===== config.mk =====
export PLATFORM = sky130hd
export DESIGN_NAME = instr_fetch_queue
export DESIGN_NICKNAME = d
export VERILOG_FILES = /design/src/rtl/instr_fetch_queue.sv
export SDC_FILE = /design/constraint.sdc
export NUM_CORES = 1
export LEC_CHECK = 0
export ABC_AREA = 1
export BUFFER_PORTS_ARGS = -buffer_cell sky130_fd_sc_hd__buf_2
export CELL_PAD_IN_SITES_DETAIL_PLACEMENT = 1
export CELL_PAD_IN_SITES_GLOBAL_PLACEMENT = 1
export CORE_MARGIN = 5
export CORE_UTILIZATION = 40
export CTS_BUF_LIST = sky130_fd_sc_hd__clkbuf_4
export CTS_CLUSTER_SIZE = 24
export DETAILED_ROUTE_END_ITERATION = 10
export GPL_ROUTABILITY_DRIVEN = 1
export PLACE_DENSITY_LB_ADDON = 0.1
export SYNTH_ARGS = -nofsm -noshare
export SYNTH_HDL_FRONTEND = slang
export SYNTH_SLANG_ARGS = --single-unit

===== constraint.sdc =====
create_clock -name clk -period 1.6 [get_ports clk]
set_input_delay 0.16 -clock clk [delete_from_list [all_inputs] [get_ports clk]]
set_output_delay 0.16 -clock clk [all_outputs]
set_load 0.01 [all_outputs]

===== src/rtl/instr_fetch_queue.sv =====
// Fetch stage: owns the PC, reads imem combinationally and feeds decode through a DEPTH-entry queue.
// Optional feature macro: IF_BRANCH_PREDICT_EN enables static JNZ prediction at fetch time.
module instr_fetch_queue #(
  parameter int unsigned OPC_W    = 3,
  parameter int unsigned OPR_W    = 3,
  parameter int unsigned DATA_W   = 3,
  parameter int unsigned PC_W     = 8,
  parameter int unsigned DEPTH    = 4,
  parameter int unsigned PROG_LEN = 8,
  parameter int unsigned JNZ_OP   = 3
) (
  input  logic              clk,
  input  logic              rst_n,
  input  logic              halt_if,
  input  logic              init_regs,
  output logic [PC_W-1:0]   imem_addr,
  input  logic [OPC_W-1:0]  imem_opcode,
  input  logic [OPR_W-1:0]  imem_operand,
  input  logic              reg_A_wr_en,
  input  logic              reg_A_nz,
  input  logic [DATA_W-1:0] mod_output,
  input  logic              redirect_valid,
  input  logic [PC_W-1:0]   redirect_pc,
  input  logic              if_ready,
  output logic              if_valid,
  output logic [OPC_W-1:0]  opcode_if_reg,
  output logic [OPR_W-1:0]  operand_if_reg,
  output logic [PC_W-1:0]   pc_if,
  output logic              branch_predicted,
  output logic              fetch_done
);

  localparam int unsigned PtrW = (DEPTH > 1) ? $clog2(DEPTH) : 1;
  localparam int unsigned CntW = PtrW + 1;

  logic [PC_W-1:0]  pc_q, pc_d;
  logic [PtrW-1:0]  wr_ptr_q, wr_ptr_d;
  logic [PtrW-1:0]  rd_ptr_q, rd_ptr_d;
  logic [CntW-1:0]  count_q, count_d;

  logic [OPC_W-1:0] opc_mem_q  [DEPTH];
  logic [OPC_W-1:0] opc_mem_d  [DEPTH];
  logic [OPR_W-1:0] opr_mem_q  [DEPTH];
  logic [OPR_W-1:0] opr_mem_d  [DEPTH];
  logic [PC_W-1:0]  pc_mem_q   [DEPTH];
  logic [PC_W-1:0]  pc_mem_d   [DEPTH];
  logic             pred_mem_q [DEPTH];
  logic             pred_mem_d [DEPTH];

  logic             pc_in_prog;
  logic             full;
  logic             pop;
  logic             push;
  logic             pred_taken;
  logic [PC_W-1:0]  pred_target;

  assign pc_in_prog  = 32'(pc_q) < PROG_LEN;
  assign full        = (count_q == CntW'(DEPTH));
  assign if_valid    = (count_q != '0);
  assign pop         = if_valid && if_ready;
  // A pop frees a slot in the same cycle, so a full queue can still accept a push.
  assign push        = !init_regs && !halt_if && !redirect_valid && pc_in_prog && (!full || pop);
  assign pred_target = PC_W'(imem_operand);

`ifdef IF_BRANCH_PREDICT_EN
  // Forward the in-flight A write so the prediction sees the value A is about to hold.
  assign pred_taken = (imem_opcode == OPC_W'(JNZ_OP)) &&
                      (reg_A_wr_en ? (mod_output != '0) : reg_A_nz);
`else
  logic unused_pred_inputs;
  assign unused_pred_inputs = ^{reg_A_wr_en, reg_A_nz, mod_output};
  assign pred_taken         = 1'b0;
`endif

  always_comb begin
    pc_d       = pc_q;
    wr_ptr_d   = wr_ptr_q;
    rd_ptr_d   = rd_ptr_q;
    count_d    = count_q;
    opc_mem_d  = opc_mem_q;
    opr_mem_d  = opr_mem_q;
    pc_mem_d   = pc_mem_q;
    pred_mem_d = pred_mem_q;

    if (init_regs) begin
      pc_d     = '0;
      wr_ptr_d = '0;
      rd_ptr_d = '0;
      count_d  = '0;
    end else if (redirect_valid) begin
      pc_d     = redirect_pc;
      wr_ptr_d = '0;
      rd_ptr_d = '0;
      count_d  = '0;
    end else begin
      if (push) begin
        opc_mem_d[wr_ptr_q]  = imem_opcode;
        opr_mem_d[wr_ptr_q]  = imem_operand;
        pc_mem_d[wr_ptr_q]   = pc_q;
        pred_mem_d[wr_ptr_q] = pred_taken;
        wr_ptr_d             = wr_ptr_q + PtrW'(1);
        pc_d                 = pred_taken ? pred_target : pc_q + PC_W'(1);
      end
      if (pop) begin
        rd_ptr_d = rd_ptr_q + PtrW'(1);
      end
      case ({push, pop})
        2'b10:   count_d = count_q + CntW'(1);
        2'b01:   count_d = count_q - CntW'(1);
        default: count_d = count_q;
      endcase
    end
  end

  always_ff @(posedge clk or negedge rst_n) begin
    if (!rst_n) begin
      pc_q     <= '0;
      wr_ptr_q <= '0;
      rd_ptr_q <= '0;
      count_q  <= '0;
      for (int i = 0; i < DEPTH; i++) begin
        opc_mem_q[i]  <= '0;
        opr_mem_q[i]  <= '0;
        pc_mem_q[i]   <= '0;
        pred_mem_q[i] <= 1'b0;
      end
    end else begin
      pc_q       <= pc_d;
      wr_ptr_q   <= wr_ptr_d;
      rd_ptr_q   <= rd_ptr_d;
      count_q    <= count_d;
      opc_mem_q  <= opc_mem_d;
      opr_mem_q  <= opr_mem_d;
      pc_mem_q   <= pc_mem_d;
      pred_mem_q <= pred_mem_d;
    end
  end

  // Head fields read the slot under the read pointer; meaningless while the queue is empty.
  assign imem_addr        = pc_q;
  assign opcode_if_reg    = opc_mem_q[rd_ptr_q];
  assign operand_if_reg   = opr_mem_q[rd_ptr_q];
  assign pc_if            = pc_mem_q[rd_ptr_q];
  assign branch_predicted = pred_mem_q[rd_ptr_q];
  assign fetch_done       = !pc_in_prog;

endmodule

### Word-level counts from Yosys, hierarchy flattened

Cells that the tools add are included.
Widths: inputs -> output; s select.

* word-level logic and storage cells: 88
* register bits: 75
* input bits: 25
* output and inout port bits: 25

* $lt $le $gt $ge: 4
* mux-type cells: 33
* bitwise gates (word level): 6
* add/sub/neg operators: 5
* equality and inequality tests: 3
* reduce and logical (&&, ||, !) cells: 17

Operator list (count)
* $mux 8: 6
* $bwmux 32: 1
* $bwmux 12: 2
* $mux 3: 7
* $bmux 8 s2: 1
* $demux 8 s2: 1
* $bmux 3 s2: 2
* $mux 2: 6
* $reduce_bool 3->1: 3
* $add 8x1->8 const B: 1
* $lt 8x4->1 const B: 1
* $demux 3 s2: 1
* $ge 3x3->1 const B: 2
* $logic_and 1x1->1: 6
* $not 2->3: 2
* $pmux 3 s2: 1
* $logic_not 1->1: 5
* $add 2x1->2 const B: 2
* $and 4x4->4: 1
* $not 4->4: 1
* $reduce_bool 4->1: 1
* $add 3x1->3 const B: 1
* $eq 3x3->1 const B: 1
* $lt 3x1->1 const B: 1
* other kinds (9): 12

### Depth between registers and ports, before layout

Gate-level depths: netlist of the first run.

* word-level depth: 9
* mapped depth: 11
* mapped depth without buffers: 9

### Least setup slack after synthesis of the first run

Ideal clock, no wire load.

* kind: reg2reg
* start: register pc_q[4] (netlist: imem_addr[4])
* end: register count_q[1]
* setup time: 123 ps
* stages on the path, launching flop included: 9
* slack: -180 ps
* data required time: 1477 ps
* data arrival time: 1657 ps
* period minus slack after synthesis: 1780 ps
* buffers on the path: 0
* cell sequence: dfrtp_1 nor2_1 nand2_1 nor2_1 nand2_2 ha_1 fa_1 o21ai_0 a21oi_1

* cells in the longest elaborated chain, start to end: 7
* elaborated cells on any way between the ends: 9
* those cells by class: 1 x order compare; 2 x eq/ne; 3 x mux; 3 x reduce/logical

Ends and longest elaborated chain
* from (decl): RTL line 36 `logic [PC_W-1:0] pc_q, pc_d;`
* from (signal assigned): RTL line 128 `pc_q <= pc_d;`
* $lt 8x4->1 *: RTL line 57 `assign pc_in_prog = 32'(pc_q) < PROG_LEN;`
* $logic_and 1x1->1 * (2 in a row): RTL line 62 `assign push = !init_regs && !halt_if && !redirect_valid && pc_in_prog && (!full || pop);`
* $eq 2x1->1 / $eq 2x2->1 (equally long branches): RTL line 107 `case ({push, pop})`
* $pmux 3 s2: RTL line 107
* $mux 3: RTL line 90 `end else if (redirect_valid) begin`
* $mux 3: RTL line 85 `if (init_regs) begin`
* to (signal assigned): RTL line 131 `count_q <= count_d;`
* to (decl): RTL line 39 `logic [CntW-1:0] count_q, count_d;`

Every way passes the cells marked *; elsewhere a longest branch is shown, timed or not.
A chain may end at the register's enable or synchronous reset.

### Final worst setup path of the first run

* start: register rd_ptr_q[0]
* end: output port opcode_if_reg[0]

* cells in the longest elaborated chain, start to end: 4

Ends and longest elaborated chain
* from (decl): RTL line 38 `logic [PtrW-1:0] rd_ptr_q, rd_ptr_d;`
* from (signal assigned): RTL line 130 `rd_ptr_q <= rd_ptr_d;`
* $not 2->3 (not written as such): RTL line 141 `assign opcode_if_reg = opc_mem_q[rd_ptr_q];`
* $bmux 3 s2: RTL line 141
* $mux 3 (not written as such) (2 in a row): RTL line 141
* to (decl): RTL line 26 `output logic [OPC_W-1:0] opcode_if_reg,`

No other way between the ends. The select of a mux whose other input is x is not followed.

==> results of run 1 <==
## worst max-delay path: cells and delay by family (launching register included)
kind | cells | cell delay (ns)
flops | 1 | 0.48
buf+inv | 2 | 0.32
compound gates | 2 | 0.42
## routing by layer
layer	routed length, um	global-route usage [%]	vias up
met4	310	4.84	0
met2	6640	31.0	81
met1	5730	22.7	1777
li1	-	-	1561
met3	432	3.45	23
met5	0	0	-
## what timing repair did
item,in CTS,in global routing
pin swaps,10,33
setup buffers,6,12
hold buffers,1,1
setup endpoints to repair,59,76
gates cloned,1,14
hold endpoints to repair,75,1
resized for setup,34,187
## cells in the mapped netlist
master	instances
nand2_1	109
dfrtp_1	75
o21ai_0	48
nor2_1	46
inv_1	45
o21ai_2	19
o22ai_1	15
clkbuf_1	9
o21ai_1	8
buf_6	7
a21oi_1	6
ha_1	6
nand3_1	6
a21boi_0	4
nand2_4	3
buf_2	2
o21bai_1	2
xnor2_1	2
xor2_1	2
a31oi_1	1
fa_1	1
inv_2	1
nand2_2	1
nor2_2	1
nor2_4	1
## worst min-delay path by stage
stage	end	cells after the start	slack (ns)
floorplan	count_q[0]	0	-0.14
global placement	count_q[0]	2	0.23
detailed placement	count_q[0]	2	0.23
CTS	opr_mem_q[0]	3	0.02
global route	opr_mem_q[0]	3	0.04
finish	imem_addr[1]	5	0.03
## area by class of cell
type	count	share of cell area, %
Multi-Input combinational cell	289	39.3
Timing Repair Buffer	95	16.5
Timing Repair inverter	2	0.423
Inverter	46	3.52
Clock buffer	9	1.27
Clock inverter	6	1.24
Tap cell	108	2.54
Sequential cell	75	35.3
## report_power, final
part	internal (uW)	switching, uW
sequential	1990	112
clock	470	764
combinational	391	483
## cells by family after synthesis
logic type	synth area share, %
AO/OA/AOI/OAI	17.3
adder cells (fa/ha/maj)	2.65
buffers and inverters	8.22
AND/OR/NAND/NOR	18.6
XOR/XNOR	0.975
flip-flops	52.2
## flip-flops by register name (all words and copies together) (netlist names)
register    count
rd_ptr_q        2
count_q         3
wr_ptr_q        2
opc_mem_q      12
opr_mem_q      12
pc_mem_q       32
pred_mem_q      4
imem_addr       8
## stage by stage
stage,setup TNS (ns),worst slack [ns],std cells,cell area [um^2]
3_5_place_dp,-1.17,-0.116,580,4090
6_report,-5.66,-0.233,630,5330
5_1_grt,-13.86,-0.326,630,5330
3_3_place_gp,-0.166,-0.0882,580,4090
4_1_cts,-2.51,-0.181,603,4400
2_1_floorplan,-0.175,-0.0891,420,3610
==> impl_metrics.env, run 1 <==
export IMPL_drtIter0Drc=169
export IMPL_fmax_mhz=545
export IMPL_yosysTopAreaCellShare_pct=52.2
export IMPL_r2r_slack_ns=-0.22
export IMPL_wl_per_cell_um=20.8
export IMPL_critPathCapture="opcode_if_reg[0]"
export IMPL_status="complete, but fails checks"
export IMPL_timing_rr_end="count_q[1]"
export IMPL_violations="setup timing"
export IMPL_syn_inst=420
export IMPL_antenna_found_initial=0
export IMPL_nFillCells=970
export IMPL_die_x_um=105
export IMPL_clkLatencyLatePin_ns=0.44
export IMPL_cts_tree="done"
export IMPL_design_portCount=50
export IMPL_power_density_nw_per_um2=790
export IMPL_via_count=3442
export IMPL_dpl_hpwl_um=5920
export IMPL_grt_pass1_wl_um=16000
export IMPL_layout_commonest_cell="dfrtp_1"
export IMPL_max_stage_delay_ns=0.48
export IMPL_ff2ff_path_depth=6
export IMPL_die_y_um=105
export IMPL_fin_crit_sh_pct=115
export IMPL_crit_arrival_ns=1.67
export IMPL_rr_startpoint="count_q[1]"
export IMPL_clk_pin_slew_worst_paths_ns=0.14
export IMPL_synth_area_top_cells="dfrtp_1 52%, nand2_1 11%, o21ai_0 6.7%"
export IMPL_cp_startpoint="rd_ptr_q[0]"
export IMPL_layout_nets=550
export IMPL_drc=0
export IMPL_maxSlewHeadroom_pct=44.7
export IMPL_cp_max_fo=16
export IMPL_via_per_inst=5.46
export IMPL_multiInputGateArea_um2=2090
export IMPL_grt_total_usage_pct=17.8
export IMPL_syn_area_um2=3590
export IMPL_avgSynthCellArea_um2=8.56
export IMPL_die_area_um2=11000
export IMPL_firstDrtPassIters=4
export IMPL_core_area_um2=8720
export IMPL_holdWs_ns=0.0336
export IMPL_startpoint_type="flip-flop"
export IMPL_yosysUniqueCellTypes=25
export IMPL_post_route_util_pct=61.1
export IMPL_grt_pass1_vias=3292
export IMPL_crit_required_ns=1.44
export IMPL_cp_slowest_cell="dfrtp_2"
export IMPL_htreeDepth=3
export IMPL_grt_max_degree=76
export IMPL_portBuffers=44
export IMPL_worstPathCellList="buf_12 > o21ai_0 > o22ai_1 > buf_2"
export IMPL_grt_remaining_overflow=0
export IMPL_flow_area_growth_from_synthesis_pct=48.3
export IMPL_cts_buffers=9
export IMPL_synth_seq_area_share_pct=52.2
export IMPL_n_antenna_cell=0
export IMPL_gp_congestion=0.787
export IMPL_initial_utilization_pct=41.2
export IMPL_setup_viol=66
export IMPL_min_from="redirect_pc[1]"
export IMPL_synthesis_nets=452
export IMPL_finalHoldViolCount=0
export IMPL_layout_drive_gt1_share_pct=51.9
export IMPL_ys_ff_latch=75
export IMPL_p_total_uw=4210
export IMPL_detail_route_antenna_nets=0
export IMPL_end_kind="output pin"
export IMPL_clk_path_buf_depth=2
export IMPL_cts_root_buf="clkbuf_4"
export IMPL_drv_cap=0
export IMPL_row_count=34
export IMPL_tightestPinTransition_ns=0.830
export IMPL_clock_sinks=75
export IMPL_critPathKind="flip-flop to output pin"
export IMPL_yosys_area_top_type="dfrtp_1"
export IMPL_final_cell_mix="73 x dfrtp_1, 46 x nand2_2, 46 x nand2_1, 43 x buf_2, 36 x o21ai_2"
export IMPL_worst_slack_ns=-0.233
export IMPL_max_vdd_ir_drop_v=0.000486
export IMPL_fin_crit_ns=1.83
export IMPL_hp_class="input port to flip-flop"
export IMPL_rsz0062_at_grt="yes"
export IMPL_skew_ns=0.0284
export IMPL_ys_warn_count=0
export IMPL_seqCellArea_um2=1880
export IMPL_routed_wl_um=13100
export IMPL_leakage_uw=0.00264
export IMPL_drv_slew=0
(Power assumes the default switching activity.)
==> run 2: changes to the inputs <==
--- a/config.mk
+++ b/config.mk
@@ -16,6 +16,7 @@
 export DETAILED_ROUTE_END_ITERATION = 10
 export GPL_ROUTABILITY_DRIVEN = 1
 export PLACE_DENSITY_LB_ADDON = 0.1
+export SKIP_CTS_REPAIR_TIMING = 1
 export SYNTH_ARGS = -nofsm -noshare
 export SYNTH_HDL_FRONTEND = slang
 export SYNTH_SLANG_ARGS = --single-unit
==> run 2 against run 1 <==
The run still ends with setup timing left. Cell count fell by 4.8%. Clock power is 4% lower. Die area unchanged. Register-to-register slack better by 0.07 ns. Maximum frequency grew 4.7%. Worst hold slack lost 0.0022 ns. Count of clock-buffer cells in the layout is the same. Worst setup slack better by 0.082 ns. Sequential power decreased by 2%. Sequential cell count stayed put.
==> impl_metrics.env, run 2 (synthesized netlist as in run 1, its figures left out) <==
export IMPL_status="complete, but fails checks"
export IMPL_violations="setup timing"
export IMPL_largest_reg_flops=32
export IMPL_via_per_inst=4.97
export IMPL_reg_largest_list="pc_mem_q x32, opc_mem_q x12, opr_mem_q x12"
export IMPL_clk_pin_slew_worst_paths_ns=0.14
export IMPL_dp_slack_ns=-0.116
export IMPL_grt_total_usage_pct=17.1
export IMPL_crit_required_ns=1.95
export IMPL_cts_buffers=9
export IMPL_critPathKind="flip-flop to flip-flop"
export IMPL_hp_class="input port to flip-flop"
export IMPL_clock_sinks=75
export IMPL_setup_viol=55
export IMPL_maxSlewHeadroom_pct=72.0
export IMPL_clkLatencyLatePin_ns=0.43
export IMPL_max_vdd_ir_drop_v=0.000435
export IMPL_detail_route_antenna_nets=0
export IMPL_power_density_nw_per_um2=885
export IMPL_grt_max_degree=76
export IMPL_timing_rr_end="count_q[2]"
export IMPL_clk_path_buf_depth=2
export IMPL_fin_area_um2=4360
export IMPL_flow_area_growth_from_synthesis_pct=21.4
export IMPL_die_area_um2=11000
export IMPL_cts_tree="done"
export IMPL_tightestPinTransition_ns=0.420
export IMPL_grt_pass1_wl_um=15400
export IMPL_htreeDepth=3
export IMPL_firstDrtPassIters=4
export IMPL_p_total_uw=3860
export IMPL_n_antenna_cell=0
export IMPL_layout_drive_gt1_share_pct=27.4
export IMPL_wl_per_cell_um=15.1
export IMPL_drtIter0Drc=83
export IMPL_drv_slew=0
export IMPL_dpl_instance_area_um2=4090
export IMPL_holdPathStages=3
export IMPL_cts_root_buf="clkbuf_4"
export IMPL_drc=0
export IMPL_routed_wl_um=9060
export IMPL_min_to="opr_mem_q[0]"
export IMPL_worst_slack_ns=-0.151
export IMPL_fin_crit_ns=1.75
export IMPL_die_x_um=105
export IMPL_die_y_um=105
export IMPL_core_area_um2=8720
export IMPL_ff2ff_path_depth=8
export IMPL_final_cell_mix="106 x nand2_1, 73 x dfrtp_1, 43 x buf_2, 42 x inv_1, 40 x nor2_1"
export IMPL_initial_utilization_pct=41.2
export IMPL_grt_pass1_vias=3228
export IMPL_design_portCount=50
export IMPL_layout_commonest_cell="nand2_1"
export IMPL_leakage_uw=0.00238
export IMPL_finalHoldViolCount=0
export IMPL_drv_cap=0
export IMPL_end_kind="flip-flop"
export IMPL_row_count=34
export IMPL_fin_crit_sh_pct=109
export IMPL_startpoint_type="flip-flop"
export IMPL_rsz0062_at_grt="yes"
export IMPL_skew_ns=0.0195
export IMPL_top_register="pc_mem_q"
export IMPL_dpl_hpwl_um=5920
export IMPL_grt_remaining_overflow=0
export IMPL_antenna_found_initial=0
export IMPL_cp_max_fo=4
export IMPL_crit_arrival_ns=2.10
export IMPL_portBuffers=44
export IMPL_via_count=2984
export IMPL_fmax_mhz=571
export IMPL_rr_startpoint="imem_addr[4]"
export IMPL_gp_congestion=0.787
export IMPL_r2r_slack_ns=-0.15
export IMPL_layout_nets=520
export IMPL_min_from="imem_operand[0]"
## run 2: changes by cell type in the layout (fill, tap and decap cells not counted), moves of 9 or more
cell	before	now
nand2_2	46	4
inv_1	32	42
inv_2	12	3
o21ai_2	36	22
nand2_8	12	1
nand2_1	46	106
nor2_4	11	1
nor2_1	25	40
nand2_4	17	2
## run 2: layout make-up
| type | instances | area (um^2) |
|---|---|---|
| Multi-Input combinational cell | 281 | 1490 |
| Tap cell | 108 | 135 |
| Fill cell | 1037 | 4360 |
| Clock inverter | 6 | 66.3 |
| Sequential cell | 75 | 1880 |
| Clock buffer | 9 | 67.6 |
| Inverter | 46 | 175 |
| Timing Repair Buffer | 75 | 552 |
## run 2: report_power, final
group | switching (uW) | leakage (uW) | internal (uW)
clock | 711 | 0.0000644 | 470
sequential | 58.3 | 0.00103 | 1990
combinational | 363 | 0.00129 | 269
## run 2: routing by layer
| layer | up-vias | routed length, um | global-route usage, % |
|---|---|---|---|
| met5 | - | 0 | 0 |
| met4 | 0 | 106 | 4.66 |
| met3 | 9 | 211 | 3.45 |
| met2 | 28 | 4520 | 29.6 |
| met1 | 1474 | 4230 | 21.9 |
| li1 | 1473 | - | - |
## run 2: how the worst max path moves through the flow
stage / start / endpoint / slack, ns / cells past startpoint
detailed placement: imem_addr[4] / count_q[2] / -0.12 / 8
floorplan: imem_addr[4] / count_q[2] / -0.09 / 8
global placement: imem_addr[4] / count_q[2] / -0.09 / 8
global route: rd_ptr_q[0] / pc_if[2] / -0.23 / 5
CTS: rd_ptr_q[0] / pc_if[2] / -0.23 / 5
finish: imem_addr[4] / count_q[2] / -0.15 / 8
## run 2: worst max-delay path, stage by stage (launching register included)
cell and delay (ns):
dfrtp_2 0.42, nor2_1 0.10, nand2_1 0.08, nor2_2 0.12, nand2_2 0.11, ha_4 0.18
fa_1 0.37, xor2_1 0.17, a21oi_1 0.14
## run 2: stage by stage
| stage | TNS [ns] | util [%] | cells | hold slack, ns |
|---|---|---|---|---|
| 3_3_place_gp | -0.166 | 46.9 | 580 | 0.225 |
| 5_1_grt | -10.99 | 50.0 | 600 | 0.00937 |
| 6_report | -2.87 | 50.0 | 600 | 0.0313 |
| 4_1_cts | -3.99 | 48.4 | 595 | -0.252 |
| 3_5_place_dp | -1.17 | 46.9 | 580 | 0.227 |
| 2_1_floorplan | -0.175 | - | 420 | -0.136 |
==> run 3: changes to the inputs <==
--- a/config.mk
+++ b/config.mk
@@ -15,6 +15,7 @@
 export CTS_CLUSTER_SIZE = 24
 export DETAILED_ROUTE_END_ITERATION = 10
 export GPL_ROUTABILITY_DRIVEN = 1
+export GPL_TIMING_DRIVEN = 0
 export PLACE_DENSITY_LB_ADDON = 0.1
 export SKIP_CTS_REPAIR_TIMING = 1
 export SYNTH_ARGS = -nofsm -noshare
==> run 3 against run 2 <==
The flow still finishes with violations (setup timing). Maximum frequency decreased by 2.3%. Global-route usage increased by 1.5 points. Die area unchanged. Worst setup slack got worse by 0.042 ns. Critical endpoint is now branch_predicted. Highest routed layer unchanged. Clock skew decreased by 0.0020 ns. Sequential power about the same. Core utilization increased by 5.0 points. Worst hold slack got worse by 0.014 ns.
==> impl_metrics.env, run 3 (synthesized netlist as in run 1, its figures left out) <==
export IMPL_htreeDepth=3
export IMPL_clkLatencyLatePin_ns=0.45
export IMPL_leakage_uw=0.00253
export IMPL_largest_reg_flops=32
export IMPL_initial_utilization_pct=41.2
export IMPL_holdWs_ns=0.0174
export IMPL_crit_family="flip-flops"
export IMPL_gp_congestion=0.781
export IMPL_fmax_mhz=558
export IMPL_layout_drive_gt1_share_pct=35.5
export IMPL_hp_class="input port to flip-flop"
export IMPL_reg_largest_list="pc_mem_q x32, opc_mem_q x12, opr_mem_q x12"
export IMPL_routed_wl_um=11200
export IMPL_max_stage_delay_ns=0.47
export IMPL_dp_slack_ns=-0.265
export IMPL_die_area_um2=11000
export IMPL_drv_cap=0
export IMPL_clock_sinks=75
export IMPL_worst_slack_ns=-0.193
export IMPL_layout_nets=535
export IMPL_dpl_hpwl_um=6460
export IMPL_core_area_um2=8720
export IMPL_design_portCount=50
export IMPL_path_buf_inv=2
export IMPL_grt_total_usage_pct=18.6
export IMPL_finalHoldViolCount=0
export IMPL_violations="setup timing"
export IMPL_seqCellArea_um2=1890
export IMPL_n_antenna_cell=0
export IMPL_firstDrtPassIters=4
export IMPL_fin_area_um2=4800
export IMPL_startpoint_type="flip-flop"
export IMPL_die_y_um=105
export IMPL_setup_viol=81
export IMPL_drtIter0Drc=117
export IMPL_row_count=34
export IMPL_tightestPinTransition_ns=0.470
export IMPL_end_kind="output pin"
export IMPL_cts_root_buf="clkbuf_4"
export IMPL_multiInputGateArea_um2=1630
export IMPL_nFillCells=1031
export IMPL_grt_pass1_wl_um=16200
export IMPL_die_x_um=105
export IMPL_cts_tree="done"
export IMPL_final_cell_mix="90 x nand2_1, 68 x dfrtp_1, 43 x buf_2, 42 x inv_1, 38 x nor2_1"
export IMPL_drv_slew=0
export IMPL_critPathKind="flip-flop to output pin"
export IMPL_antenna_found_initial=0
export IMPL_wl_per_cell_um=18.2
export IMPL_grt_pass1_vias=3153
export IMPL_crit_required_ns=1.44
export IMPL_cp_max_fo=10
export IMPL_cp_slowest_cell="dfrtp_2"
export IMPL_layout_commonest_cell="nand2_1"
export IMPL_crit_arrival_ns=1.63
export IMPL_skew_ns=0.0175
export IMPL_maxSlewHeadroom_pct=68.7
export IMPL_fin_crit_ns=1.79
export IMPL_flow_area_growth_from_synthesis_pct=33.6
export IMPL_rsz0062_at_grt="yes"
export IMPL_power_density_nw_per_um2=820
export IMPL_status="complete, but fails checks"
export IMPL_max_vdd_ir_drop_v=0.000406
export IMPL_drc=0
export IMPL_clk_pin_slew_worst_paths_ns=0.11
export IMPL_fin_crit_sh_pct=112
export IMPL_grt_max_degree=44
export IMPL_grt_remaining_overflow=0
export IMPL_clk_path_buf_depth=2
export IMPL_via_count=3161
export IMPL_worstPathCellList="buf_4 > o21ai_0 > o22ai_1 > buf_2"
export IMPL_detail_route_antenna_nets=0
export IMPL_p_total_uw=3930
export IMPL_portBuffers=44
export IMPL_via_per_inst=5.14
export IMPL_dpl_instance_area_um2=4000
export IMPL_top_register="pc_mem_q"
export IMPL_cts_buffers=9
==> run 3: area by class of cell <==
class / instances / area share, %
flip-flops and latches: 75 / 39.3
multi-input cells: 281 / 34.0
repair buffers: 72 / 11.8
plain buffers: 18 / 5.50
inverters: 46 / 3.91
well taps: 108 / 2.82
clock buffers: 11 / 1.72
clock inverters: 4 / 0.886
==> run 3: worst paths after layout <==
kind                                          to  cells after the start            from  slack (ns)
min in group asynchronous             count_q[1]                      2           rst_n        0.19
worst max-delay path            branch_predicted                      4     rd_ptr_q[0]       -0.19
worst min register to register      pc_mem_q[19]                      2    pc_mem_q[19]        0.47
worst max register to register        count_q[1]                      8    imem_addr[4]       -0.16
max in group asynchronous            rd_ptr_q[0]                      3           rst_n        0.81
worst min-delay path                imem_addr[1]                      5  redirect_pc[1]        0.02
==> run 3: worst reg2reg max path: cells and delay by family, from the launching register on <==
family | cells | cell delay (ns)
compound gates | 2 | 0.15
fa+ha+maj | 2 | 0.69
flops | 1 | 0.46
simple gates | 4 | 0.41
==> run 3: layer usage <==
layer | global-route usage [%] | vias to the layer above | wire [um]
met3 | 5.06 | 15 | 448
met4 | 4.38 | 0 | 159
met1 | 25.1 | 1575 | 4950
met5 | 0 | - | 0
met2 | 30.0 | 60 | 5630
li1 | - | 1511 | -
==> run 3: stage by stage <==
step	std cells	util, %	TNS (ns)
floorplan	420	-	-0.175
global placement	572	45.5	-18.60
detailed placement	573	45.8	-3.77
CTS	588	47.2	-13.15
global route	615	55.0	-12.37
finish	615	55.0	-5.75
==> run 3: where the power goes <==
group	internal [uW]	switching, uW
Clock	492	675
Sequential	1990	78.5
Combinational	300	397
